==> src/rtl/uart_tx.sv <==
// uart_tx - buffered UART transmitter.
//
// Bytes written on the user port are queued in a small synchronous FIFO and
// sent as frames of 1 start bit, 8 data bits (LSB first), an optional parity
// bit and 1 or 2 stop bits. When another byte is waiting at the end of the
// stop period, its start bit follows with no idle gap.
//
// Parameters:
//   CLK_DIV   - clock cycles per UART bit (>= 2)
//   PARITY    - "NONE", "ODD" or "EVEN"
//   STOP_BITS - 1 or 2
//   FIFO_EA   - FIFO address width, depth = 2**FIFO_EA (>= 1)
//
// Ports:
//   clk        - clock, rising edge
//   rstn       - synchronous active-low reset
//   tx_data    - byte to transmit, sampled only on an accepted write
//   tx_en      - write strobe, accepted when tx_rdy is high
//   tx_rdy     - FIFO not full (registered)
//   o_uart_tx  - serial line, idle high (registered)
module uart_tx #(
  parameter int unsigned CLK_DIV   = 434,
  parameter string       PARITY    = "NONE",
  parameter int unsigned STOP_BITS = 1,
  parameter int unsigned FIFO_EA   = 4
) (
  input  logic       clk,
  input  logic       rstn,
  input  logic [7:0] tx_data,
  input  logic       tx_en,
  output logic       tx_rdy,
  output logic       o_uart_tx
);

  localparam int unsigned DEPTH = 1 << FIFO_EA;
  localparam int unsigned CW    = FIFO_EA + 1;
  localparam int unsigned TW    = (CLK_DIV > 1) ? $clog2(CLK_DIV) : 1;
  localparam logic        PAR_EN  = (PARITY != "NONE");
  localparam logic        PAR_ODD = (PARITY == "ODD");

  typedef enum logic [2:0] {
    S_IDLE,
    S_START,
    S_DATA,
    S_PARI,
    S_STOP
  } state_t;

  // ---------------------------------------------------------------------------
  // FIFO
  // ---------------------------------------------------------------------------
  logic [7:0]         mem_q [DEPTH];
  logic [FIFO_EA-1:0] wr_ptr_q;
  logic [FIFO_EA-1:0] rd_ptr_q;
  logic [CW-1:0]      count_q;
  logic [CW-1:0]      count_d;
  logic               tx_rdy_q;
  logic               avail_q;
  logic [7:0]         rd_data_q;
  logic               wr_en;
  logic               pop;

  // Fullness comes from the registered count only, so a pop in the same
  // cycle never opens a slot early.
  assign wr_en = tx_en & tx_rdy_q;

  always_comb begin
    count_d = count_q + CW'(wr_en) - CW'(pop);
  end

  // Block-RAM style storage: registered read of the head entry every cycle.
  always_ff @(posedge clk) begin
    if (rstn && wr_en) begin
      mem_q[wr_ptr_q] <= tx_data;
    end
    rd_data_q <= mem_q[rd_ptr_q];
  end

  always_ff @(posedge clk) begin
    if (!rstn) begin
      wr_ptr_q <= '0;
      rd_ptr_q <= '0;
      count_q  <= '0;
      tx_rdy_q <= 1'b1;
      avail_q  <= 1'b0;
    end else begin
      if (wr_en) begin
        wr_ptr_q <= wr_ptr_q + FIFO_EA'(1);
      end
      if (pop) begin
        rd_ptr_q <= rd_ptr_q + FIFO_EA'(1);
      end
      count_q  <= count_d;
      tx_rdy_q <= (count_d != CW'(DEPTH));
      // avail_q trails the count by one cycle so that it only rises once
      // rd_data_q holds the current head. It is dropped on a pop because the
      // read register still shows the entry just consumed for one more cycle.
      avail_q  <= (count_q != '0) && !pop;
    end
  end

  // ---------------------------------------------------------------------------
  // Transmit FSM
  // ---------------------------------------------------------------------------
  state_t         state_q, state_d;
  logic [TW-1:0]  timer_q, timer_d;
  logic [3:0]     bit_cnt_q, bit_cnt_d;
  logic [7:0]     shift_q, shift_d;
  logic           parity_q, parity_d;
  logic           tx_q, tx_d;
  logic           bit_end;

  assign bit_end = (timer_q == TW'(CLK_DIV - 1));

  always_ff @(posedge clk) begin
    if (!rstn) begin
      state_q   <= S_IDLE;
      timer_q   <= '0;
      bit_cnt_q <= '0;
      shift_q   <= '0;
      parity_q  <= 1'b0;
      tx_q      <= 1'b1;
    end else begin
      state_q   <= state_d;
      timer_q   <= timer_d;
      bit_cnt_q <= bit_cnt_d;
      shift_q   <= shift_d;
      parity_q  <= parity_d;
      tx_q      <= tx_d;
    end
  end

  always_comb begin
    state_d   = state_q;
    bit_cnt_d = bit_cnt_q;
    shift_d   = shift_q;
    parity_d  = parity_q;
    tx_d      = tx_q;
    pop       = 1'b0;
    // The bit timer free-runs while a frame is on the line and wraps at the
    // end of every bit, so bit boundaries never drift.
    if (state_q == S_IDLE || bit_end) begin
      timer_d = '0;
    end else begin
      timer_d = timer_q + TW'(1);
    end

    unique case (state_q)
      S_IDLE: begin
        tx_d = 1'b1;
        if (avail_q) begin
          pop      = 1'b1;
          shift_d  = rd_data_q;
          parity_d = (^rd_data_q) ^ PAR_ODD;
          tx_d     = 1'b0;
          state_d  = S_START;
        end
      end

      S_START: begin
        if (bit_end) begin
          tx_d      = shift_q[0];
          shift_d   = {1'b0, shift_q[7:1]};
          bit_cnt_d = '0;
          state_d   = S_DATA;
        end
      end

      S_DATA: begin
        if (bit_end) begin
          if (bit_cnt_q == 4'd7) begin
            bit_cnt_d = '0;
            if (PAR_EN) begin
              tx_d    = parity_q;
              state_d = S_PARI;
            end else begin
              tx_d    = 1'b1;
              state_d = S_STOP;
            end
          end else begin
            bit_cnt_d = bit_cnt_q + 4'd1;
            tx_d      = shift_q[0];
            shift_d   = {1'b0, shift_q[7:1]};
          end
        end
      end

      S_PARI: begin
        if (bit_end) begin
          bit_cnt_d = '0;
          tx_d      = 1'b1;
          state_d   = S_STOP;
        end
      end

      S_STOP: begin
        if (bit_end) begin
          if (bit_cnt_q == 4'(STOP_BITS - 1)) begin
            bit_cnt_d = '0;
            if (avail_q) begin
              // Chain straight into the next start bit.
              pop      = 1'b1;
              shift_d  = rd_data_q;
              parity_d = (^rd_data_q) ^ PAR_ODD;
              tx_d     = 1'b0;
              state_d  = S_START;
            end else begin
              tx_d    = 1'b1;
              state_d = S_IDLE;
            end
          end else begin
            bit_cnt_d = bit_cnt_q + 4'd1;
          end
        end
      end

      default: begin
        tx_d    = 1'b1;
        state_d = S_IDLE;
      end
    endcase
  end

  assign tx_rdy    = tx_rdy_q;
  assign o_uart_tx = tx_q;

endmodule

==> config.mk <==
export PLATFORM = sky130hd
export DESIGN_NAME = uart_tx
export DESIGN_NICKNAME = d
export VERILOG_FILES = /design/src/rtl/uart_tx.sv
export SDC_FILE = /design/constraint.sdc
export NUM_CORES = 1
export LEC_CHECK = 0
export CORE_ASPECT_RATIO = 0.8
export CORE_MARGIN = 3
export CORE_UTILIZATION = 38
export DETAILED_ROUTE_END_ITERATION = 8
export PLACE_DENSITY_LB_ADDON = 0.05
export SYNTH_ARGS = -nofsm -noshare
export SYNTH_HDL_FRONTEND = slang
export SYNTH_SLANG_ARGS = --single-unit
export TNS_END_PERCENT = 10
==> constraint.sdc <==
create_clock -name clk -period 2.5 [get_ports clk]
set_input_delay 0.375 -clock clk [delete_from_list [all_inputs] [get_ports clk]]
set_output_delay 0.375 -clock clk [all_outputs]
set_load 0.02 [all_outputs]
==> run summary <==
Status - finished clean
H-Tree Depth - 4
Ratio of cells with drive above 1 in the final layout - 0.2411
Die Wd - 159.6 um
# rows - 44
Die Span Y - 128.8 um
CP max stage delay - 350 ps
Setup TNS Final - 0 ps
RSZ-0062 raised after global routing - true
Power Total - 8075 uW
Buf+Inv Stages, Crit Path - 3
Netlist cell types - 52
Seq cells post-synth - 176
CP arrival - 2750 ps
CTS tree - built
Clock buffer depth - 2
Layout net count - 519
Clock Latency Late Sink - 430 ps
Clock sink count - 176
Clock transition at the registers of the reported paths - 70 ps
Lkg Pwr - 0.002848 uW
Multi-input logic area - 2217 sq um
Final Hold Fails - 0
Initial antenna violation count - 0
Slew Limit Fails - 0
Worst Hold Class - flip-flop to flip-flop
Final setup viols - 0
Core area - 18330 sq um
Max capacitance violation total - 0
Most used DFF post-synth - edfxtp_1
P per Cell Area - 959.2 nW/um^2
Clock skew - 12.03 ps
DIE AREA - 20560 sq um
Inserted Clock Buffers - 17
Slew margin rel. - 0.5534
EDFF count, synth - 128
Net Count, Synth - 471
CP Class - flip-flop to flip-flop
Cell with the most instances after synthesis - edfxtp_1
FILL cells - 1600
Largest net degree at the start of global routing - 36
I/O pin cnt - 13
IO buf count - 12
DRT antenna net count - 0
Number of global-route vias before repair - 3899
Worst setup SP type - flip-flop
Tot GR Track Use - 0.1551
Area leader, netlist - edfxtp_1
Placed cells - 727
Drt wl/cell - 19.41 um
First-pass GRT wire length - 23.29 mm
Worst VDD drop - 0.0005288 V
Hold_buf cts - 0
DR iter-0 viols - 362
Period minus WS final - 2466 ps
GRT overflow - 0
GP Congestion - 0.7538
Via count - 3829
Synth top cells by count - 128 x edfxtp_1, 48 x dfxtp_1, 40 x mux4_2, 29 x nor2_1, 25 x nand2_1
CP max stage cell - fa_2
Placed inst area - 7828 sq um
Mapped cell area - 7168 sq um
Yosys warns - 0
P&R area growth vs syn - 17.44%
Req. time, crit path - 2780 ps
Final Routed Wirelength - 14.73 mm
Clk root buf - clkbuf_16
Avg Inst Size Synth - 16.11 sq um
CP max FO - 2
Starting Density - 0.3910
Via density - 5.045
CP endpoint kind - flip-flop
Post-synth top area share - 0.5362
Drt first pass iters - 4
Critical path, cell by cell - inv_1 > ha_1 > and4b_1 > nand4_1 > a21o_1 > xor2_1 > ha_2 > inv_1 > fa_2 > inv_2 > a21oi_1 > o21bai_1 > xnor2_1 > nand4_1
Post-synth ARST share - 0
Slew @ Worst Pin - 669.1 ps
Fin crit share - 0.9863
Non-filler instance count after layout - 759
Mapped Cells - 445
DRC viols - 0
Dpl hpwl - 9.511 mm
Reg area - 4808 sq um
Worst path top cell family by delay - adder cells
Top area cells in the synthesized netlist - edfxtp_1 54%, dfxtp_1 13%, mux4_2 13%
Sequential area share after synthesis - 0.6703
Antenna diodes - 0
Fmax - 405.6 MHz
Final Cell Area - 8418 sq um
-- final cells by class --
cell class,instances,area share
Clock buffer,18,0.05098
Clock inverter,14,0.01903
Inverter,15,0.006688
Multi-Input combinational cell,233,0.2634
Sequential cell,176,0.5712
Tap cell,253,0.03760
Timing Repair Buffer,50,0.05113
-- path summary, 6_finish.rpt --
| check | startpoint | endpoint | slack, ps | cells after the start |
|---|---|---|---|---|
| setup / recovery | timer_q[1] | tx_rdy | 30 | 14 |
| hold / removal | shift_q[7] | shift_q[7] | 470 | 2 |
| setup reg to reg | timer_q[1] | tx_rdy | 30 | 14 |
| hold reg to reg | shift_q[7] | shift_q[7] | 470 | 2 |
-- cells in the final DEF, fill, tap and decap left out, drive strengths merged, types with 10 or more instances in the layout --
cell             n
dfxtp           48
clkdlybuf4s50   12
a21oi           10
inv             25
nand2           25
xnor2           10
nor2            30
mux4            40
buf             38
ha              14
clkbuf          18
edfxtp         128
-- metrics by stage --
stage,worst slack [ps],hold slack (ps),utilization
after floorplan,10.87,406.3,-
after global placement,65.41,460.3,0.4270
after detailed placement,17.71,466.8,0.4270
after CTS,7.478,478.5,0.4591
after global routing,-157.4,525.9,0.4592
final,34.25,468.1,0.4592
-- layer usage --
layer | global-route usage | share of wire | vias up
li1 | - | - | 1796
met1 | 0.2288 | 0.51 | 1969
met2 | 0.2263 | 0.45 | 53
met3 | 0.03637 | 0.036 | 11
met4 | 0.05404 | 0.011 | 0
met5 | 0 | 0 | -
-- registers in the layout (all words and copies together), names as in the netlist --
register	cells
mem_q	128
timer_q	9
rd_data_q	8
shift_q	8
count_q	5
bit_cnt_q	4
rd_ptr_q	4
wr_ptr_q	4
state_q	3
avail_q	1
o_uart_tx	1
tx_rdy	1
-- tightest hold or removal path, delay by kind of cell (launching register included) --
family | cells | cell delay (ps)
AOI/OAI and AO/OA | 1 | 60
and+or+nand+nor | 1 | 50
DFF | 1 | 310
-- kinds of logic after synthesis --
logic type	Yosys count	share of synthesized area
adder cells (fa/ha/maj)	15	0.02723
flip-flops	176	0.6703
AO/OA/AOI/OAI	45	0.04678
buffers and inverters	36	0.02112
AND/OR/NAND/NOR	109	0.07698
multiplexers	49	0.1382
XOR/XNOR	15	0.01938
-- what timing repair did --
item                                   CTS  global route
setup endpoints to repair                1             3
gates resized for setup                  0             2
buffers inserted                         0             0
endpoints found under the hold margin    0             0
cloned                                   0             0
pin swaps                                3             2
-- report_power, final --
part           leakage (uW)  internal [uW]  total [uW]  switching [uW]
sequential          0.00155           3380        3510             129
combinational       0.00101            973        1890             920
clock              0.000289           1430        2670            1240
(Power assumes the default switching activity.)
